`config.mk`:
```
export PLATFORM = sky130hd
export DESIGN_NAME = diff_scan
export DESIGN_NICKNAME = d
export VERILOG_FILES = /design/src/rtl/diff_scan.sv
export SDC_FILE = /design/constraint.sdc
export NUM_CORES = 1
export LEC_CHECK = 0
export ABC_CLOCK_PERIOD_IN_PS = 10150
export BUFFER_PORTS_ARGS = -buffer_cell sky130_fd_sc_hd__buf_2
export CORE_UTILIZATION = 40
export CTS_BUF_LIST = sky130_fd_sc_hd__clkbuf_2
export CTS_CLUSTER_DIAMETER = 150
export DETAILED_ROUTE_END_ITERATION = 8
export PLACE_DENSITY = 0.59
export SYNTH_ARGS = -nofsm -noshare
export SYNTH_HDL_FRONTEND = slang
export SYNTH_SLANG_ARGS = --single-unit
```
`constraint.sdc`:
```
create_clock -name clk -period 10.15 [get_ports clk]
set_clock_uncertainty 0.2 [all_clocks]
set_input_delay 0.5075 -clock clk [delete_from_list [all_inputs] [get_ports clk]]
set_output_delay 0.5075 -clock clk [all_outputs]
set_load 0.01 [all_outputs]
```
`src/rtl/diff_scan.sv`:
```
// diff_scan: compares two operands a fixed number of chunks at a time.
// It captures X = A ^ B and then scans X one CHUNK-bit slice per cycle,
// lowest slice first. Depending on mode, the result is the lowest differing
// bit index, the highest differing bit index, the Hamming distance, or the
// XOR parity. Latency is always NCH cycles, whatever the data.
//
// Ports:
//   clk       rising-edge clock
//   rst       asynchronous active-low reset
//   in_valid  / in_ready   request handshake (in_ready only in IDLE)
//   A, B      operands (sampled only on the accepting edge)
//   mode      0=lowest diff bit, 1=highest diff bit, 2=popcount, 3=parity
//   out_valid / out_ready  result handshake (out_valid only in HOLD)
//   result    index / count / parity; WIDTH means "no difference" in modes 0/1
//   eq        captured A == B
module diff_scan #(
  parameter int WIDTH = 32,
  parameter int CHUNK = 8,
  localparam int RW  = $clog2(WIDTH) + 1
) (
  input  logic             clk,
  input  logic             rst,
  input  logic             in_valid,
  output logic             in_ready,
  input  logic [WIDTH-1:0] A,
  input  logic [WIDTH-1:0] B,
  input  logic [1:0]       mode,
  output logic             out_valid,
  input  logic             out_ready,
  output logic [RW-1:0]    result,
  output logic             eq
);

  localparam int NCH = WIDTH / CHUNK;
  localparam int KW  = (NCH > 1) ? $clog2(NCH) : 1;

  typedef enum logic [1:0] {IDLE, SCAN, HOLD} state_t;

  state_t           r_state;
  logic [WIDTH-1:0] r_x;
  logic [1:0]       r_mode;
  logic [KW-1:0]    r_k;
  logic             r_any;    // some set bit already seen in earlier chunks
  logic [RW-1:0]    r_idx;
  logic [RW-1:0]    r_cnt;
  logic             r_par;
  logic [RW-1:0]    r_result;
  logic             r_eq;

  logic [CHUNK-1:0] w_chunk;
  logic [RW-1:0]    w_base;
  logic [RW-1:0]    w_lo;
  logic [RW-1:0]    w_hi;
  logic [RW-1:0]    w_pop;
  logic             w_hit;
  logic             w_any_nxt;
  logic [RW-1:0]    w_idx_nxt;
  logic [RW-1:0]    w_cnt_nxt;
  logic             w_par_nxt;
  logic [RW-1:0]    w_res_fin;
  logic             w_last;

  assign w_chunk = CHUNK'(r_x >> (int'(r_k) * CHUNK));
  assign w_base  = RW'(int'(r_k) * CHUNK);
  assign w_hit   = |w_chunk;
  assign w_last  = (r_k == KW'(NCH - 1));

  // Lowest / highest set bit and popcount within the current slice.
  always_comb begin
    w_lo  = '0;
    w_hi  = '0;
    w_pop = '0;
    for (int i = CHUNK - 1; i >= 0; i--)
      if (w_chunk[i]) w_lo = RW'(i);
    for (int i = 0; i < CHUNK; i++) begin
      if (w_chunk[i]) w_hi = RW'(i);
      w_pop = w_pop + RW'(w_chunk[i]);
    end
  end

  // Accumulator updates for this slice. Mode 0 keeps the first index found;
  // mode 1 lets every later hit overwrite, leaving the highest.
  always_comb begin
    w_any_nxt = r_any | w_hit;
    w_idx_nxt = r_idx;
    if (w_hit) begin
      if (r_mode == 2'd1)  w_idx_nxt = w_base + w_hi;
      else if (!r_any)     w_idx_nxt = w_base + w_lo;
    end
    w_cnt_nxt = r_cnt + w_pop;
    w_par_nxt = r_par ^ (^w_chunk);
    case (r_mode)
      2'd0, 2'd1: w_res_fin = w_any_nxt ? w_idx_nxt : RW'(WIDTH);
      2'd2:       w_res_fin = w_cnt_nxt;
      default:    w_res_fin = RW'(w_par_nxt);
    endcase
  end

  always_ff @(posedge clk or negedge rst) begin
    if (!rst) begin
      r_state  <= IDLE;
      r_x      <= '0;
      r_mode   <= '0;
      r_k      <= '0;
      r_any    <= 1'b0;
      r_idx    <= '0;
      r_cnt    <= '0;
      r_par    <= 1'b0;
      r_result <= '0;
      r_eq     <= 1'b0;
    end else begin
      case (r_state)
        IDLE: if (in_valid) begin
          r_x     <= A ^ B;
          r_mode  <= mode;
          r_k     <= '0;
          r_any   <= 1'b0;
          r_idx   <= '0;
          r_cnt   <= '0;
          r_par   <= 1'b0;
          r_state <= SCAN;
        end
        SCAN: begin
          r_any <= w_any_nxt;
          r_idx <= w_idx_nxt;
          r_cnt <= w_cnt_nxt;
          r_par <= w_par_nxt;
          r_k   <= r_k + KW'(1);
          if (w_last) begin
            r_result <= w_res_fin;
            r_eq     <= ~w_any_nxt;
            r_k      <= '0;
            r_state  <= HOLD;
          end
        end
        HOLD: if (out_ready) r_state <= IDLE;
        default: r_state <= IDLE;
      endcase
    end
  end

  assign in_ready  = (r_state == IDLE);
  assign out_valid = (r_state == HOLD);
  assign result    = r_result;
  assign eq        = r_eq;

endmodule

```
==> results of run 1 <==
## final cells by class
type / instances / share of cell area [%]
multi-input cells: 249 / 43.6
inverters: 19 / 1.75
clock inverters: 7 / 2.28
flip-flops and latches: 59 / 36.3
well taps: 105 / 3.23
clock buffers: 9 / 1.11
repair buffers: 87 / 11.7
## cell families after synthesis
| group | count (synthesis) | share of synthesized area (%) |
|---|---|---|
| DFF | 59 | 43.6 |
| muxes | 12 | 6.65 |
| AOI/OAI and AO/OA | 83 | 15.3 |
| xor gates and xnor gates | 39 | 10.1 |
| and+or+nand+nor | 97 | 12.6 |
| buffers and inverters | 34 | 4.03 |
| adders and majority gates | 18 | 7.76 |
## flip-flops by register name (all words and copies together) (netlist names)
signal   cells
r_idx        6
r_k          2
r_any        1
r_par        1
r_mode       2
result       6
r_cnt        6
eq           1
r_x         32
r_state      2
## synthesized netlist by cell type (3+ instances only)
master / count / area (µm²)
inv_1: 19 / 71.3
nand2b_1: 5 / 31.3
nor2b_1: 3 / 18.8
nor2_1: 13 / 48.8
o21ai_0: 47 / 235
a211oi_1: 3 / 22.5
nand3_1: 10 / 50.1
nand2_1: 55 / 206
fa_1: 5 / 100
mux2i_1: 3 / 30.0
a21oi_1: 6 / 30.0
ha_1: 13 / 163
clkbuf_1: 12 / 45.0
dfrtp_1: 59 / 1480
mux4_2: 7 / 158
xnor2_1: 37 / 324
a21o_1: 3 / 22.5
## per-layer routing
metal | up-vias | GRT usage [%] | part of all wire (%)
li1 | 1339 | - | -
met1 | 1234 | 24.0 | 47
met2 | 73 | 29.9 | 48
met3 | 2 | 6.07 | 4.4
met4 | 0 | 4.49 | 0.056
met5 | - | 0 | 0
## worst reg2reg max path, cell delays in order, from the launching register on
cell	delay [ns]
dfrtp_1	0.77
mux4_2	0.66
fa_1	0.53
inv_1	0.05
fa_1	0.52
inv_1	0.05
fa_1	0.50
fa_1	0.46
a21o_1	0.17
a21o_1	0.19
a21oi_1	0.19
o21ai_0	0.14
a31o_2	0.26
o31ai_1	0.26
## cell usage in the layout (no fill, tap or decap), drive strengths merged, types with 2 or more instances in the layout
cell type    synthesis  final
buf                  3     80
fa                   5      5
o22a                 2      2
nor2b                3      3
a21o                 3      3
xor2                 2      2
nand2b               5      5
dlygate4sd3          0      7
clkbuf              12      9
nor2                13     13
ha                  13     13
inv                 19     19
or2                  3      3
nand3               10     10
nor3                 2      2
xnor2               37     37
a31o                 3      3
nand2               55     55
and2                 2      2
clkinv               0      4
a21oi                7      7
nand4                2      2
o31ai                3      3
a32o                 2      2
a221oi               3      3
mux4                 8      8
mux2i                3      3
bufinv               0      2
o21ai               50     50
a211oi               3      3
o21bai               2      2
dfrtp               59     59
## worst min-delay path by stage
stage	end	slack, ns	start
2_1_floorplan	eq	0.01	rst
3_3_place_gp	r_x[25]	0.26	r_x[25]
3_5_place_dp	r_x[25]	0.26	r_x[25]
4_1_cts	r_x[19]	0.02	A[19]
5_1_grt	r_x[17]	0.002	B[17]
6_report	r_x[19]	0.06	A[19]
## per-stage QoR
step           cell area (µm²)  utilization (%)  cells
4_1_cts                   4040             49.1    532
5_1_grt                   4070             49.5    535
3_3_place_gp              3860             47.0    512
6_report                  4070             49.5    535
3_5_place_dp              3860             47.0    512
2_1_floorplan             3390                -    342
## power groups by stage
stage | Clock, µW | Combinational [µW] | Sequential (µW)
after floorplan | 0 | 902 | 399
after global placement | 0 | 1100 | 434
after detailed placement | 0 | 1120 | 436
after CTS | 178 | 1140 | 431
after global routing | 191 | 1300 | 445
final | 172 | 1120 | 430
## repair_timing
| action | CTS | global route |
|---|---|---|
| hold buffers | 4 | 3 |
| resized for setup | 0 | 0 |
| hold endpoints to repair | 62 | 3 |
| endpoints found under the setup margin | 0 | 0 |
==> flow_summary.toml, run 1 <==
[die]
die_w_um = 94
io_pins = 79
die-height_um = 94
dieArea_um2 = 8840
initial_core_util_pct = 41.2
rows = 33
core_area_um2 = 8220

[logic_synthesis]
async_flop_share_pct = 100
synthCells = 342
avgSynthCellArea_um2 = 9.90
ys_ff_latch = 59
synth_nets = 430
ys_seq_area_share_pct = 43.6
synth_edf_count = 0
yosys_warnings = 0
synth.distinct_cells = 49
netlist_area_um2 = 3390
yosys_most_used_dff = "dfrtp_1"

[timing]
rsz0062_at_grt = "no"
whs_ns = 0.0552
max_freq_ghz = 0.199
max_slew_margin_pct = 42.1
finalSetupTns_ns = 0
finalCritPeriodShare_pct = 49.6
hold_violations = 0
finalSetupViolCount = 0
slew_violations = 0
timing.final.ws_setup_ns = 5.12
fin_crit_ns = 5.03
worstMarginPinSlew_ns = 0.868

[worst_setup_path]
cp_data_required_time_ns = 10.36
crit_type = "register to register"
cp_max_fo = 13
critPathArrivalTime_ns = 5.24
critPathLaunchType = "register"
crit_end = "result[5]"
cp_cell_sequence = "mux4_2 -> fa_1 -> inv_1 -> fa_1 -> inv_1 -> fa_1 -> fa_1 -> a21o_1 -> a21o_1 -> a21oi_1 -> o21ai_0 -> a31o_2 -> o31ai_1"
path_common_cell = "fa_1"
path_buf_inv = 2
cpPeakStageDelay_ns = 0.77
reg2regPathDepth = 13
reg2reg_from = "r_k[0]"
startpoint = "r_k[0]"
rrSetupSlack_ns = 5.12
path_delay_family = "adder cells"
worst_path_max_delay_cell = "dfrtp_1"
crit_path_end_kind = "register"
reg2reg_to = "result[5]"
cp.depth = 13

[power_and_ir_drop]
seqPwrFrac_pct = 24.9
clockPowerShare_pct = 10.0
peakVddDrop_mv = 0.215
power_density_nw_per_um2 = 424
p_sw_uw = 800
total_power_uw = 1720
combPwrFrac_pct = 65.1
p_int_uw = 925
swShare_pct = 46.4
leakagePower_uw = 0.00194

[final_layout]
multi_input_area_um2 = 1780
fillers = 779
finalNetCount = 513
drive_gt1_share_pct = 26.0
area_growth_pct = 20.1
diodes = 0
ff_latch_area_um2 = 1480

[grt]
antenna_found_initial = 0
grt_max_degree = 80
grt_pass1_vias = 2691
grt_use_total_pct = 18.5
grt_pass1_wl_mm = 12.6
grt.overflow.total = 0

[clocking]
cts_tree = "done"
cts_sinks = 59
htreeDepth = 3
clk_pin_slew_ns = 0.18
clock_latency_ns = 0.50
root_buffer = "clkbuf_2"
cts-buffers-inserted = 9
clockBufferDepth = 2
cts_setup_buffers = 0

[drt]
num_vias = 2648
wirelength_mm = 7.15
detail-route-antenna-nets = 0
route.detailed.drc = 0
drtPass1Iterations = 4
viasPerCell = 4.95
wire_per_inst_um = 13.4
drt_iter0_drc = 102

[placement]
place_congestion = 0.811
dp_slack_ns = 5.08
dp_hpwl_mm = 5.16
portBuffers = 78

[flow_run]
max_cap_viol_count = 0

[min_path]
min_path_type = "input pin to register"
hold_path_depth = 3

[outcome]
status = "finished clean"
Power figures use the tool's default switching activity.
==> inputs of run 2 (changes only) <==
--- a/config.mk
+++ b/config.mk
@@ -5,13 +5,13 @@
 export SDC_FILE = /design/constraint.sdc
 export NUM_CORES = 1
 export LEC_CHECK = 0
-export ABC_CLOCK_PERIOD_IN_PS = 10150
+export ABC_CLOCK_PERIOD_IN_PS = 4300
 export BUFFER_PORTS_ARGS = -buffer_cell sky130_fd_sc_hd__buf_2
 export CORE_UTILIZATION = 40
 export CTS_BUF_LIST = sky130_fd_sc_hd__clkbuf_2
 export CTS_CLUSTER_DIAMETER = 150
 export DETAILED_ROUTE_END_ITERATION = 8
-export PLACE_DENSITY = 0.59
+export PLACE_DENSITY = 0.62
 export SYNTH_ARGS = -nofsm -noshare
 export SYNTH_HDL_FRONTEND = slang
 export SYNTH_SLANG_ARGS = --single-unit
==> constraint.sdc (replaced) <==
create_clock -name clk -period 4.3 [get_ports clk]
set_clock_uncertainty 0.2 [all_clocks]
set_input_delay 0.215 -clock clk [delete_from_list [all_inputs] [get_ports clk]]
set_output_delay 0.215 -clock clk [all_outputs]
set_load 0.01 [all_outputs]
==> run 2 against run 1 <==
Net effect: sequential share of layout area is 5.3 points lower; fmax increased by 17%; combinational power grew to 2.7 times the previous value; cell area increased by 17%; die area is the same; clock-buffer cell count stayed put; critical path depth stayed put; core utilization grew 8.5 points; setup slack worse by 5.1 ns; final cell count is 13% higher; worst hold slack better by 0.12 ns; non-clock buffer count is 70 higher; critical endpoint unchanged; highest routed layer unchanged.
==> flow_summary.toml, run 2 (synthesis gave the netlist of run 1 again) <==
[timing]
whs_ns = 0.172
finalSetupViolCount = 0
hold_violations = 0
max_slew_margin_pct = 41.9
finalCritPeriodShare_pct = 100
fin_crit_ns = 4.30
worstMarginPinSlew_ns = 0.872
finalSetupTns_ns = 0
slew_violations = 0
max_freq_ghz = 0.233
rsz0062_at_grt = "yes"

[worst_setup_path]
critPathLaunchType = "register"
path_buf_inv = 2
crit_path_end_kind = "register"
cp_data_required_time_ns = 4.50
crit_type = "register to register"
cp_max_fo = 3
cp_cell_sequence = "mux4_2 -> fa_1 -> inv_1 -> fa_1 -> inv_1 -> fa_1 -> fa_2 -> a21o_1 -> a21o_1 -> a21oi_2 -> o21ai_1 -> a31o_2 -> o31ai_2"
path_common_cell = "fa_1"
reg2reg_from = "r_k[0]"
cpPeakStageDelay_ns = 0.55
critPathArrivalTime_ns = 4.50
path_delay_family = "adder cells"
startpoint = "r_k[0]"
worst_path_max_delay_cell = "mux4_2"

[final_layout]
multi_input_area_um2 = 1800
mostFrequentLayoutCell = "buf_2"
fillers = 709
largest_register_ffs = 32
final_cells = 604
diodes = 0
finalNetCount = 583
final_cell_mix = "buf_2 (78), dlygate4sd3_1 (71), dfrtp_1 (58)"
ff_latch_area_um2 = 1480
final_core_util_pct = 58.0
area_growth_pct = 40.8
top_register = "r_x"
drive_gt1_share_pct = 25.3

[clocking]
clock_latency_ns = 0.49
htreeDepth = 3
cts-buffers-inserted = 9
root_buffer = "clkbuf_2"
cts_sinks = 59
cts_tree = "done"
clockBufferDepth = 2
clk_pin_slew_ns = 0.17

[die]
die-height_um = 94
rows = 33
initial_core_util_pct = 41.2
dieArea_um2 = 8840
die_w_um = 94
core_area_um2 = 8220
io_pins = 79

[drt]
drt_iter0_drc = 126
drtPass1Iterations = 4
num_vias = 3037
viasPerCell = 5.03
wirelength_mm = 8.18
wire_per_inst_um = 13.5
route.detailed.drc = 0
detail-route-antenna-nets = 0

[flow_run]
max_cap_viol_count = 0

[grt]
grt.overflow.total = 0
grt_max_degree = 80
antenna_found_initial = 0
grt_pass1_wl_mm = 14.1
grt_use_total_pct = 20.8
grt_pass1_vias = 3179

[power_and_ir_drop]
peakVddDrop_mv = 0.587
power_density_nw_per_um2 = 913
leakagePower_uw = 0.00223

[placement]
dp_hpwl_mm = 5.27
place_congestion = 0.791
portBuffers = 78
dp_cells = 516

[outcome]
status = "finished clean"

[min_path]
min_path_type = "input pin to asynchronous set/reset pin"
## run 2: changes by cell type in the layout (fill, tap and decap cells not counted), sizes merged
cell         before  now
clkinv            4    3
buf              80   86
dlygate4sd3       7   71
## run 2: metal layers
| metal | GRT usage [%] | routed length, µm | part of all wire (%) |
|---|---|---|---|
| met5 | 0 | 0 | 0 |
| met4 | 5.26 | 77 | 0.94 |
| met3 | 5.02 | 396 | 4.8 |
| met2 | 38.4 | 4340 | 53 |
| met1 | 23.8 | 3360 | 41 |
## run 2: worst paths after layout
kind	endpoint	slack (ns)	depth (start not counted)
worst max-delay path	result[5]	0.0002	13
worst min-delay path	result[3]	0.17	3
worst max register to register	result[5]	0.0002	13
worst min register to register	r_x[9]	0.30	2
max in group asynchronous	r_k[0]	3.17	3
min in group clk	r_state[1]	0.26	3
## run 2: final cells by class
type	instances	area share [%]
clock inverters	6	1.71
flip-flops and latches	59	31.0
repair buffers	157	24.4
multi-input cells	249	37.7
well taps	105	2.76
clock buffers	9	0.945
inverters	19	1.50
## run 2: through the flow
step / instance area [µm²] / total power, µW / setup WS, ns
2_1_floorplan: 3400 / 3120 / 0.0135
3_3_place_gp: 3900 / 3720 / 0.0800
3_5_place_dp: 3900 / 3790 / 0.0128
4_1_cts: 4750 / 4320 / -0.0217
5_1_grt: 4770 / 4810 / -0.173
6_report: 4770 / 4350 / 0.000195
## run 2: where the power goes
| part | internal, µW | switching [µW] |
|---|---|---|
| sequential | 820 | 159 |
| clock | 185 | 207 |
| combinational | 1350 | 1620 |
| total | 2360 | 1990 |
## run 2: repair_timing
| action | 4_1_cts | 5_1_grt |
|---|---|---|
| pin swaps | 1 | 1 |
| hold buffers | 71 | 0 |
| setup buffers | 1 | 1 |
| resized for setup | 0 | 3 |
| hold endpoints to repair | 96 | 0 |
| endpoints found under the setup margin | 3 | 7 |
## run 2: worst min-delay path, cell delays in order
cell           delay [ns]
dlygate4sd3_1        0.52
buf_2                0.09
buf_4                0.55
